$ cat src/rtl/ccff_pkg.sv
// -----------------------------------------------------------------------------
// ccff_pkg
// Shared definitions for the configuration-chain loader:
//   - ccff_state_e   : pass sequencing states (IDLE / LOAD / CHECK / FINISH)
//   - CCFF_CHAIN_LEN : default number of config flops in the fabric chain
//   - CCFF_BYTE_W    : default width of the host data word
// -----------------------------------------------------------------------------
package ccff_pkg;

    localparam int CCFF_CHAIN_LEN = 16;
    localparam int CCFF_BYTE_W    = 8;

    typedef enum logic [1:0] {
        ST_IDLE   = 2'd0,
        ST_LOAD   = 2'd1,
        ST_CHECK  = 2'd2,
        ST_FINISH = 2'd3
    } ccff_state_e;

endpackage : ccff_pkg

$ cat src/rtl/ccff_byte_serializer.sv
// -----------------------------------------------------------------------------
// ccff_byte_serializer
// Accepts host bytes and releases them one bit per cycle, LSB first.
//
// Ports:
//   clk_i       : programming clock
//   rst_ni      : synchronous active-low reset
//   active_i    : a pass (LOAD or CHECK) is running
//   room_i      : the chain still needs more bits
//   flush_i     : the bit currently being released is the chain's last one;
//                 whatever is left in the buffer is thrown away
//   in_data_i   : host data word
//   in_valid_i  : host data word valid
//   in_ready_o  : a word is accepted this cycle when in_valid_i is high
//   shift_o     : a bit is being released this cycle
//   bit_o       : the bit being released
// -----------------------------------------------------------------------------
module ccff_byte_serializer
    import ccff_pkg::*;
#(
    parameter int BYTE_W = CCFF_BYTE_W
) (
    input  logic              clk_i,
    input  logic              rst_ni,
    input  logic              active_i,
    input  logic              room_i,
    input  logic              flush_i,
    input  logic [BYTE_W-1:0] in_data_i,
    input  logic              in_valid_i,
    output logic              in_ready_o,
    output logic              shift_o,
    output logic              bit_o
);

    localparam int BC_W = $clog2(BYTE_W + 1);

    logic [BYTE_W-1:0] buf_q, buf_d;
    logic [BC_W-1:0]   buf_cnt_q, buf_cnt_d;

    assign shift_o    = (buf_cnt_q != '0);
    assign bit_o      = buf_q[0];
    // A new word is only taken once the previous one is fully drained; this
    // is what produces the single bubble cycle per byte on the chain side.
    assign in_ready_o = active_i && !shift_o && room_i;

    always_comb begin
        buf_d     = buf_q;
        buf_cnt_d = buf_cnt_q;
        if (in_valid_i && in_ready_o) begin
            buf_d     = in_data_i;
            buf_cnt_d = BC_W'(BYTE_W);
        end else if (shift_o) begin
            buf_d     = buf_q >> 1;
            buf_cnt_d = flush_i ? '0 : (buf_cnt_q - BC_W'(1));
        end
    end

    always_ff @(posedge clk_i) begin
        if (!rst_ni) begin
            buf_q     <= '0;
            buf_cnt_q <= '0;
        end else begin
            buf_q     <= buf_d;
            buf_cnt_q <= buf_cnt_d;
        end
    end

endmodule : ccff_byte_serializer

$ cat src/rtl/ccff_chain_loader.sv
// -----------------------------------------------------------------------------
// ccff_chain_loader
// Streams host bytes into a CHAIN_LEN-long configuration shift chain (LOAD)
// or streams them again while comparing what falls out of the chain tail
// (CHECK), which also rewrites the chain with the same data.
//
// Ports:
//   prog_clk      : programming clock, also clocks the chain
//   prog_rst_n    : synchronous active-low reset; aborts a pass immediately
//   start         : pulse that begins a pass, honoured only when idle
//   verify        : sampled with start; 0 = LOAD, 1 = CHECK
//   in_data       : host word, shifted LSB first
//   in_valid      : host word valid
//   in_ready      : host word accepted this cycle
//   ccff_head     : serial bit into the chain (registered)
//   ccff_shift_en : chain shifts on this prog_clk edge (registered)
//   ccff_tail     : serial bit out of the chain
//   busy          : pass in progress
//   done          : one-cycle pulse at the end of a pass
//   err           : sticky mismatch flag of the last CHECK pass
//   err_cnt       : mismatches in the last CHECK pass, saturating at CHAIN_LEN
// -----------------------------------------------------------------------------
module ccff_chain_loader
    import ccff_pkg::*;
#(
    parameter int CHAIN_LEN = CCFF_CHAIN_LEN,
    parameter int BYTE_W    = CCFF_BYTE_W,
    parameter int CNT_W     = $clog2(CHAIN_LEN + 1)
) (
    input  logic              prog_clk,
    input  logic              prog_rst_n,
    input  logic              start,
    input  logic              verify,
    input  logic [BYTE_W-1:0] in_data,
    input  logic              in_valid,
    output logic              in_ready,
    output logic              ccff_head,
    output logic              ccff_shift_en,
    input  logic              ccff_tail,
    output logic              busy,
    output logic              done,
    output logic              err,
    output logic [CNT_W-1:0]  err_cnt
);

    localparam logic [CNT_W-1:0] LEN_C = CNT_W'(CHAIN_LEN);

    ccff_state_e      state_q, state_d;
    logic [CNT_W-1:0] bit_cnt_q, bit_cnt_d;
    logic             head_q, head_d;
    logic             shift_en_q, shift_en_d;
    logic             err_q, err_d;
    logic [CNT_W-1:0] err_cnt_q, err_cnt_d;

    logic ser_active;
    logic ser_room;
    logic ser_flush;
    logic ser_shift;
    logic ser_bit;

    assign ser_active = (state_q == ST_LOAD) || (state_q == ST_CHECK);
    assign ser_room   = (bit_cnt_q < LEN_C);
    // The bit being released now is the chain's final one.
    assign ser_flush  = (bit_cnt_q == (LEN_C - CNT_W'(1)));

    ccff_byte_serializer #(
        .BYTE_W (BYTE_W)
    ) u_ser (
        .clk_i      (prog_clk),
        .rst_ni     (prog_rst_n),
        .active_i   (ser_active),
        .room_i     (ser_room),
        .flush_i    (ser_flush),
        .in_data_i  (in_data),
        .in_valid_i (in_valid),
        .in_ready_o (in_ready),
        .shift_o    (ser_shift),
        .bit_o      (ser_bit)
    );

    always_comb begin
        state_d    = state_q;
        bit_cnt_d  = bit_cnt_q;
        head_d     = head_q;
        shift_en_d = ser_shift;
        err_d      = err_q;
        err_cnt_d  = err_cnt_q;

        if (ser_shift) begin
            head_d    = ser_bit;
            bit_cnt_d = bit_cnt_q + CNT_W'(1);
        end

        // While shift_en is high the chain tail still shows the flop that is
        // about to fall out; with an unchanged stream it equals head_q.
        if ((state_q == ST_CHECK) && shift_en_q && (ccff_tail != head_q)) begin
            err_d = 1'b1;
            if (err_cnt_q != LEN_C) begin
                err_cnt_d = err_cnt_q + CNT_W'(1);
            end
        end

        case (state_q)
            ST_IDLE: begin
                bit_cnt_d = '0;
                if (start) begin
                    if (verify) begin
                        state_d   = ST_CHECK;
                        err_d     = 1'b0;
                        err_cnt_d = '0;
                    end else begin
                        state_d = ST_LOAD;
                    end
                end
            end
            ST_LOAD, ST_CHECK: begin
                // Leave only after the final shift edge has actually happened.
                if ((bit_cnt_q == LEN_C) && shift_en_q) begin
                    state_d = ST_FINISH;
                end
            end
            ST_FINISH: begin
                state_d = ST_IDLE;
            end
            default: begin
                state_d = ST_IDLE;
            end
        endcase
    end

    always_ff @(posedge prog_clk) begin
        if (!prog_rst_n) begin
            state_q    <= ST_IDLE;
            bit_cnt_q  <= '0;
            head_q     <= 1'b0;
            shift_en_q <= 1'b0;
            err_q      <= 1'b0;
            err_cnt_q  <= '0;
        end else begin
            state_q    <= state_d;
            bit_cnt_q  <= bit_cnt_d;
            head_q     <= head_d;
            shift_en_q <= shift_en_d;
            err_q      <= err_d;
            err_cnt_q  <= err_cnt_d;
        end
    end

    assign ccff_head     = head_q;
    assign ccff_shift_en = shift_en_q;
    assign busy          = (state_q != ST_IDLE);
    assign done          = (state_q == ST_FINISH);
    assign err           = err_q;
    assign err_cnt       = err_cnt_q;

endmodule : ccff_chain_loader

$ cat config.mk
export PLATFORM = sky130hd
export DESIGN_NAME = ccff_chain_loader
export DESIGN_NICKNAME = d
export VERILOG_FILES = /design/src/rtl/ccff_pkg.sv /design/src/rtl/ccff_byte_serializer.sv /design/src/rtl/ccff_chain_loader.sv
export SDC_FILE = /design/constraint.sdc
export NUM_CORES = 1
export LEC_CHECK = 0
export ABC_AREA = 1
export CELL_PAD_IN_SITES_DETAIL_PLACEMENT = 1
export CELL_PAD_IN_SITES_GLOBAL_PLACEMENT = 2
export CORE_UTILIZATION = 31
export CTS_CLUSTER_DIAMETER = 200
export DETAILED_ROUTE_END_ITERATION = 12
export PLACE_DENSITY = 0.79
export SYNTH_ARGS = -nofsm -noshare
export SYNTH_HDL_FRONTEND = slang
export SYNTH_SLANG_ARGS = --single-unit
$ cat constraint.sdc
create_clock -name prog_clk -period 2.94 [get_ports prog_clk]
set_input_delay 0.294 -clock prog_clk [delete_from_list [all_inputs] [get_ports prog_clk]]
set_output_delay 0.294 -clock prog_clk [all_outputs]
set_load 0.1 [all_outputs]
==> key figures, run 1 <==
Finish
  – Most common cell after layout, fill and taps aside: nand2_1
  – Nets: approximately 260
  – Area Growth Syn to Fin: 19.7%
  – Most frequent cells in the layout: nand2_1 (56), inv_1 (30), dfxtp_1 (27)
  – Layout cells sized above 1: 0.106
  – Ant diodes: 0
  – Cell area after layout: approximately 0.0018 mm2

Critical path
  – CP top delay family: buffers and inverters
  – Slowest CP cell: ha_1
  – WS Path Type: flip-flop to output pin
  – Worst EP arrival: 1.79 ns
  – Crit Path Max Fanout: 17
  – Crit path buf inv count: 2
  – Cell Chain, Critical Path: inv_1 -> ha_1 -> nand2_4 -> nor3_2 -> buf_4
  – CP Capture Type: output pin
  – CP peak stage delay: roughly 0.36 ns
  – Startpoint type of the worst setup path: flip-flop
  – Required @ worst endpoint: around 2.7 ns

Timing
  – Final setup TNS: 0 ns
  – Final Critical Period: 2.08 ns
  – Final setup viols: 0
  – Worst hold margin: between 0.4 and 0.5 ns
  – Slew margin rel.: 0.634
  – Crit share post-route: 0.708
  – Layout Skew: between 0.0015 and 0.002 ns
  – Setup repair after global routing missed its margin: false
  – Setup WS post-layout: about 0.86 ns
  – Slew at the pin with the worst max-slew slack: approximately 0.54 ns
  – Fmax achieved: between 400 and 500 MHz
  – Max Slew Vio Count: 0
  – Final Hold Viols: 0

Synth
  – Async set-reset flop share out of synthesis: 0
  – Synth Area in Adders: 0.0754
  – Synthesized Nets: around 230
  – Register area share after synthesis: 0.362
  – Mapped Cells: 211
  – Synth Area in XOR/XNOR: 0.0117
  – Number of synthesized flops with an enable pin: 0
  – Post-Synth Simple-Gate Area: 0.360
  – Largest family of logic cells by synthesized area: simple AND/OR/NAND/NOR gates
  – Yosys cell types: 26
  – Compound-Gate Fraction of Synth Area: 0.0930
  – Synth Cell Area: about 0.0015 mm2
  – Syn. warnings: 0
  – Syn avg cell area: 7.07 um2
  – Prevailing post-synth register cell: dfxtp_1
  – Multiplexer area fraction after synthesis: 0
  – #FFs+latches synth: 27

Global routing
  – First-pass GRT wire length: between 6000 and 7000 um
  – GRT Overall Usage: 0.165
  – Initial antenna violation count: 0
  – GRT Residual Overflow: 0
  – Vias in the first global route: around 1.5k
  – Largest net degree at the start of global routing: 18

Route
  – Antenna Nets Post-Route: 0
  – Number of iterations in the first detailed-routing pass: 4
  – Via count: between 1k and 1.5k
  – WL final: 3780 um
  – First DRT Iteration DRCs: 40
  – Vias/cell: 4.83
  – DR WL/cell: ~13 um
  – Drt drc: 0

Pwr
  – Leakage: around 0.81 nW
  – Internal Power: slightly below 900 uW
  – Clock share of power: 0.107
  – Switch Pwr: 1.11 mW
  – Power Density: approximately 1100 mW/mm2
  – Register share of total power: 0.275
  – Worst IR Drop VDD: approximately 0.55 mV
  – Combinational share of power: 0.618
  – Switching Share: 0.553

Clock tree
  – Hold buffers post-CTS: 0
  – H-tree depth: 1
  – Post-cts repair resize count: 0
  – Post-CTS setup buffers: 0
  – Skew-Pair Late Insertion Delay: between 0.2 and 0.3 ns
  – Clk slew on worst S/H paths: 0.09 ns
  – Clock Root Buffer: clkbuf_8
  – CTS tree: built
  – Number of CTS-inserted buffers: 3
  – Clk buf depth: 2
  – CTS sink count: 27

Place
  – PortBufs: 24
  – Cell Area, Placed: 0.00174 mm2
  – Final Wtd Congestion: 0.804
  – Final HPWL DP: about 3000 um
  – DP Worst Slack: around 1.1 ns

Floorplanning
  – # rows: 24
  – Die Ht: just over 70 um
  – Core ar.: 0.00450 mm2
  – Chip Width: about 71 um
  – Die area: approximately 0.0051 mm2
  – I/O pin cnt: 25
  – Initial Util: 0.331

Status
  – Status: finished clean

Hold path
  – Worst hold path type: flip-flop to flip-flop

Flow run
  – Maxcap violations: 0
[state kept, by name (all words and copies together) (netlist names)]
signal           count
u_ser.buf_q          8
bit_cnt_q            5
err_cnt              5
u_ser.buf_cnt_q      4
state_q              2
ccff_head            1
ccff_shift_en        1
err                  1
[power by group through the flow]
stage | Combinational, mW | Sequential [mW] | Clock (mW)
CTS | 1.26 | 0.552 | 0.224
detailed placement | 1.25 | 0.559 | 0
finish | 1.24 | 0.551 | 0.214
floorplan | 0.903 | 0.654 | 0
global placement | 1.24 | 0.551 | 0
global route | 1.36 | 0.565 | 0.244
[kinds of logic after synthesis]
group                    Yosys count
AND/OR/NAND/NOR                  114
buffers and inverters             35
AO/OA/AOI/OAI                     24
XOR/XNOR                           2
adder cells (fa/ha/maj)            9
flip-flops                        27
[synthesized netlist by cell type, types with 2 or more instances]
master   instances  share of area
nand2_1         56           0.14
inv_1           30          0.075
dfxtp_1         27           0.36
nor2_1          26          0.065
a21oi_1         12          0.040
nand3_1         12          0.040
nand4_1         10          0.042
ha_1             9          0.075
o21ai_0          9          0.030
buf_2            2         0.0067
nor2_4           2          0.015
nor3_1           2         0.0067
[metrics by stage]
stage / util / instances / power, mW
after floorplan: - / 211 / 1.56
after global placement: 0.387 / 283 / 1.79
after detailed placement: 0.387 / 283 / 1.81
after CTS: 0.397 / 287 / 2.03
after global routing: 0.397 / 287 / 2.17
final: 0.397 / 287 / 2.00
[final cells by class]
cell class | count | area [um2]
clock buffers | 4 | 45.0
fillers | 599 | 2720
inverters | 31 | 116
multi-input cells | 149 | 807
flip-flops and latches | 27 | 541
well taps | 52 | 65.1
repair buffers | 24 | 213
[final timing paths]
path | start | to | slack, ns | cells after the start
setup / recovery | u_ser.buf_cnt_q[0]$_SDFFE_PP0P_ | in_ready | 0.86 | 5
hold / removal | u_ser.buf_cnt_q[1]$_SDFFE_PP0P_ | u_ser.buf_cnt_q[1]$_SDFFE_PP0P_ | 0.48 | 2
setup reg to reg | state_q[1]$_SDFFE_PN0P_ | u_ser.buf_q[7]$_SDFFE_PN0P_ | 1.22 | 9
hold reg to reg | u_ser.buf_cnt_q[1]$_SDFFE_PP0P_ | u_ser.buf_cnt_q[1]$_SDFFE_PP0P_ | 0.48 | 2
[per-layer routing]
| metal | track usage | vias to the layer above | wire length, um |
|---|---|---|---|
| li1 | - | 717 | - |
| met5 | 0 | - | 0 |
| met3 | 0.0211 | 2 | 55 |
| met2 | 0.293 | 10 | 1890 |
| met1 | 0.211 | 656 | 1820 |
| met4 | 0.0400 | 0 | 25 |
[tightest hold or removal path: cells and delay by family, from the launching register on]
| family | cells | cell delay, ns |
|---|---|---|
| AOI/OAI and AO/OA | 1 | 0.05 |
| DFF | 1 | 0.33 |
| and+or+nand+nor | 1 | 0.06 |
Power figures use the tool's default switching activity.
==> run 2: changes to the inputs <==
Settings changed: CORE_UTILIZATION 31 to 29, PLACE_DENSITY 0.79 to 0.74.
Clock period 2.94 ns to 2.1 ns, I/O delays scaled along.
==> run 2 against run 1 <==
Critical path type unchanged. Cell area is 3.6% higher. Non-clock buffer count up 2. Critical path depth stayed put. Sequential power rose by 39%. Utilization fell by 1.5 points. First-iteration DRC count up 25%. Global-route usage decreased by 0.87 points. Critical endpoint unchanged. Worst setup slack got worse by 0.63 ns. Clock power rose by 41%.
==> key figures, run 2 (synthesized netlist as in run 1, its figures left out) <==
Pwr
  – Power Density: between 1500 and 2000 mW/mm2
  – Leakage: approximately 0.83 nW
  – Worst IR Drop VDD: between 0.5 and 0.6 mV

Critical path
  – CP peak stage delay: about 0.37 ns
  – Startpoint type of the worst setup path: flip-flop
  – Slowest CP cell: dfxtp_1
  – Cell Chain, Critical Path: inv_1 -> ha_1 -> inv_1 -> nor3_4 -> buf_12
  – CP Capture Type: output pin
  – WS Path Type: flip-flop to output pin
  – Crit Path Max Fanout: 3
  – Worst EP arrival: roughly 1.7 ns
  – Required @ worst endpoint: between 1.5 and 2 ns
  – Most used cell, CP: inv_1

Flow run
  – Maxcap violations: 0

Clock tree
  – H-tree depth: 1
  – Post-CTS setup buffers: 0
  – Number of CTS-inserted buffers: 3
  – Clk buf depth: 2
  – CTS sink count: 27
  – Post-cts repair resize count: 0
  – Hold buffers post-CTS: 0
  – Skew-Pair Late Insertion Delay: around 0.27 ns
  – Clock Root Buffer: clkbuf_8
  – Clk slew on worst S/H paths: 0.09 ns
  – CTS tree: built

Finish
  – Most frequent cells in the layout: nand2_1 (56), inv_1 (30), dfxtp_1 (27)
  – Ant diodes: 0
  – Most common cell after layout, fill and taps aside: nand2_1
  – Max FFs per register: 8
  – Reg area: about 540 um2
  – Number of filler cells placed in the layout: about 640
  – Cell area after layout: between 0.0015 and 0.002 mm2
  – Non-Filler Instances: a little over 300
  – Layout cells sized above 1: 0.114
  – Biggest register: u_ser.buf_q
  – Area Growth Syn to Fin: 24.1%
  – Area of the multi-input gates: just over 800 um2
  – Nets: approximately 260

Route
  – Vias/cell: between 4 and 5
  – Number of iterations in the first detailed-routing pass: 4
  – Antenna Nets Post-Route: 0
  – DR WL/cell: between 10 and 15 um
  – WL final: 3810 um
  – Drt drc: 0
  – Via count: between 1k and 1.5k
  – First DRT Iteration DRCs: 50

Global routing
  – GRT Residual Overflow: 0
  – GR Util met1: 0.199
  – Initial antenna violation count: 0
  – First-pass GRT wire length: between 6000 and 7000 um
  – Most crowded layer after global routing: met2
  – GR Util met2: 0.266
  – Largest net degree at the start of global routing: 18
  – GRT Overall Usage: 0.156
  – Vias in the first global route: ~1.4k
  – Met3 usage: 0.0206

Place
  – DP Worst Slack: about 0.36 ns
  – Placed cell count: 300
  – PortBufs: 24
  – Final Wtd Congestion: approximately 0.74
  – Cell Area, Placed: ~0.0018 mm2
  – Final HPWL DP: approximately 3000 um

Timing
  – Final Critical Period: around 1.9 ns
  – Setup repair after global routing missed its margin: false
  – Max Slew Vio Count: 0
  – Fmax achieved: around 540 MHz
  – Layout Skew: just over 0.003 ns
  – Final setup TNS: 0 ns
  – Final setup viols: 0
  – Slew margin rel.: 0.676
  – Final Hold Viols: 0
  – Crit share post-route: 0.889
  – Setup WS post-layout: around 0.23 ns
  – Slew at the pin with the worst max-slew slack: slightly below 0.5 ns

Floorplanning
  – Initial Util: 0.308
  – Die Ht: 73.7 um
  – I/O pin cnt: 25
  – Chip Width: 73.7 um
  – Core ar.: roughly 0.0048 mm2
  – # rows: 25
  – Die area: approximately 0.0054 mm2

Hold path
  – Worst hold path type: flip-flop to flip-flop

Status
  – Status: finished clean
run 2: critical path, delay by kind of cell, from the launching register on:
family,cells,cell delay (ns)
simple gates,1,0.26
buf+inv,3,0.42
fa+ha+maj,1,0.32
flops,1,0.37
run 2: power breakdown:
part | switching (mW) | internal (mW) | leakage [nW]
logic | 1.32 | 0.559 | 0.586
clock network | 0.166 | 0.136 | 0.0228
registers | 0.117 | 0.649 | 0.220
run 2: per-layer routing:
metal,routed length [um],share of wire
met1,1830,0.48
met2,1830,0.48
met3,100,0.026
met4,48,0.013
met5,0,0
run 2: worst paths after layout:
path         cells past startpoint                          end  slack [ns]                        start
max                              5                     in_ready        0.23      state_q[1]$_SDFFE_PN0P_
min                              2  u_ser.buf_q[1]$_SDFFE_PN0P_        0.47  u_ser.buf_q[1]$_SDFFE_PN0P_
max reg2reg                      9  u_ser.buf_q[7]$_SDFFE_PN0P_        0.35      state_q[1]$_SDFFE_PN0P_
min reg2reg                      2  u_ser.buf_q[1]$_SDFFE_PN0P_        0.47  u_ser.buf_q[1]$_SDFFE_PN0P_
run 2: area by class of cell:
| type | count | area share |
|---|---|---|
| clock buffer | 4 | 0.0243 |
| inverter | 31 | 0.0628 |
| multi-input combinational | 149 | 0.439 |
| sequential | 27 | 0.292 |
| tap | 67 | 0.0453 |
| timing repair buffer | 26 | 0.136 |
run 2: per-stage QoR:
step | hold WS (ns) | total power, mW | util
floorplan | 0.371 | 2.20 | -
global placement | 0.456 | 2.64 | 0.373
detailed placement | 0.461 | 2.68 | 0.373
CTS | 0.476 | 3.00 | 0.382
global route | 0.494 | 3.18 | 0.382
finish | 0.470 | 2.95 | 0.382
==> run 3: changes to the inputs <==
Settings changed: CORE_UTILIZATION 29 to 31, PLACE_DENSITY 0.74 to 0.79.
Clock period 2.1 ns to 2.2 ns, I/O delays scaled along.
==> run 3 against run 2 <==
Clock skew shrank 0.00087 ns. Via count decreased by 1.6%. Worst setup slack gained 0.050 ns. Die area down 6.3%. Global-route usage grew 0.45 points. Power shrank 7.4%. Clock power is 7.0% lower. Count of clock-buffer cells in the layout did not move. First-iteration DRC count decreased by 50%. Register-to-register slack improved by 0.07 ns. Flip-flop and latch count stayed put. Worst hold slack about the same. Largest power group unchanged.
==> key figures, run 3 (synthesized netlist as in run 1, its figures left out) <==
Finish
  – Most common cell after layout, fill and taps aside: nand2_1
  – Nets: 259
  – Max FFs per register: 8
  – Most frequent cells in the layout: nand2_1 (56), inv_1 (30), dfxtp_1 (27)
  – Layout cells sized above 1: 0.106
  – Biggest register: u_ser.buf_q
  – Final Util: 0.401
  – Ant diodes: 0
  – Area Growth Syn to Fin: 21.0%
  – Cell area after layout: ~0.0018 mm2

Pwr
  – Switching Share: 0.548
  – Leakage: just over 0.8 nW
  – Register share of total power: 0.268
  – Combinational share of power: 0.629
  – Worst IR Drop VDD: just under 0.8 mV
  – Switch Pwr: roughly 1.5 mW
  – Clock share of power: 0.103
  – Internal Power: ~1.2 mW
  – Power Density: ~1500 mW/mm2
  – Tot Pwr: roughly 2.7 mW

Route
  – First DRT Iteration DRCs: 25
  – Number of iterations in the first detailed-routing pass: 4
  – DR WL/cell: 12.8 um
  – Via count: between 1k and 1.5k
  – Drt drc: 0
  – Vias/cell: 4.79
  – WL final: between 3000 and 4000 um
  – Antenna Nets Post-Route: 0

Place
  – Final HPWL DP: about 2900 um
  – Cell Area, Placed: 0.00176 mm2
  – PortBufs: 24
  – Final Wtd Congestion: between 0.7 and 0.8

Critical path
  – Startpoint type of the worst setup path: flip-flop
  – WS Path Type: flip-flop to output pin
  – Stages on worst setup path: 5
  – CP peak stage delay: about 0.36 ns
  – CP top delay family: simple AND/OR/NAND/NOR gates
  – CP Capture Type: output pin
  – Worst EP arrival: roughly 1.7 ns
  – Worst r2r path cells: 9
  – Required @ worst endpoint: about 2 ns
  – Crit Path Max Fanout: 17
  – Slowest CP cell: ha_1
  – Cell Chain, Critical Path: inv_1 -> ha_1 -> nand2_4 -> nor3_4 -> buf_12
  – Crit path buf inv count: 2

Clock tree
  – CTS tree: built
  – CTS sink count: 27
  – H-tree depth: 1
  – Post-CTS setup buffers: 0
  – Number of CTS-inserted buffers: 3
  – Hold buffers post-CTS: 0
  – Clk buf depth: 2
  – Post-cts repair resize count: 0
  – Clock Root Buffer: clkbuf_8
  – Skew-Pair Late Insertion Delay: ~0.27 ns
  – Clk slew on worst S/H paths: approximately 0.090 ns

Timing
  – Slew at the pin with the worst max-slew slack: just over 0.5 ns
  – Final setup TNS: 0 ns
  – Layout Skew: 0.00218 ns
  – Crit share post-route: 0.871
  – Setup repair after global routing missed its margin: false
  – Slew margin rel.: 0.657
  – Final Hold Viols: 0
  – Fmax achieved: roughly 520 MHz
  – Final setup viols: 0
  – Max Slew Vio Count: 0
  – Final Critical Period: approximately 1.9 ns

Floorplanning
  – Initial Util: 0.331
  – Die Ht: 71.4 um
  – Core ar.: between 0.004 and 0.005 mm2
  – I/O pin cnt: 25
  – # rows: 24
  – Die area: between 0.005 and 0.006 mm2
  – Chip Width: slightly above 70 um

Hold path
  – Worst hold path type: flip-flop to flip-flop
  – Worst hold stages: 2

Global routing
  – Initial antenna violation count: 0
  – First-pass GRT wire length: around 6500 um
  – Largest net degree at the start of global routing: 18
  – GRT Residual Overflow: 0
  – GRT Overall Usage: 0.160
  – Vias in the first global route: 1396

Flow run
  – Maxcap violations: 0

Status
  – Status: finished clean
-- run 3: cell types whose count changed in the layout (fill, tap and decap cells not counted) --
cell / delta
buf_12: -1
buf_4: -1
-- run 3: through the flow --
stage,instances,worst slack [ns],hold slack (ns)
after floorplan,211,0.266,0.381
after global placement,283,0.379,0.456
after detailed placement,283,0.390,0.457
after CTS,287,0.248,0.473
after global routing,287,0.151,0.492
final,287,0.283,0.470
-- run 3: area by class of cell --
class	instances	area [um2]
flip-flops and latches	27	541
multi-input cells	149	813
well taps	52	65.1
clock buffers	4	45.0
fillers	596	2700
repair buffers	24	225
inverters	31	116
-- run 3: routing by layer --
layer	routed length (um)	vias to the layer above	track usage	part of all wire
li1	-	719	-	-
met1	1780	643	0.211	0.48
met2	1790	12	0.274	0.49
met3	77	2	0.0211	0.021
met4	26	0	0.0467	0.0071
met5	0	-	0	0
-- run 3: final timing paths --
kind | from | end | slack, ns
max | u_ser.buf_cnt_q[0]$_SDFFE_PP0P_ | in_ready | 0.28
min | u_ser.buf_q[3]$_SDFFE_PN0P_ | u_ser.buf_q[3]$_SDFFE_PN0P_ | 0.47
max reg2reg | state_q[1]$_SDFFE_PN0P_ | u_ser.buf_q[7]$_SDFFE_PN0P_ | 0.42
min reg2reg | u_ser.buf_q[3]$_SDFFE_PN0P_ | u_ser.buf_q[3]$_SDFFE_PN0P_ | 0.47
-- run 3: power by group through the flow --
| stage | registers, mW | clock network, mW | logic [mW] |
|---|---|---|---|
| 6_report | 0.732 | 0.281 | 1.71 |
| 5_1_grt | 0.751 | 0.313 | 1.91 |
| 4_1_cts | 0.734 | 0.303 | 1.74 |
| 3_5_place_dp | 0.745 | 0 | 1.73 |
| 3_3_place_gp | 0.738 | 0 | 1.71 |
| 2_1_floorplan | 0.876 | 0 | 1.22 |
-- run 3: worst reg2reg max path: stages (launching register included) --
cell,delay [ns]
dfxtp_1,0.36
inv_1,0.07
ha_1,0.32
inv_1,0.14
nor2_8,0.20
nand4_4,0.16
nand2_1,0.19
inv_1,0.11
nand3_1,0.08
nand2_1,0.05
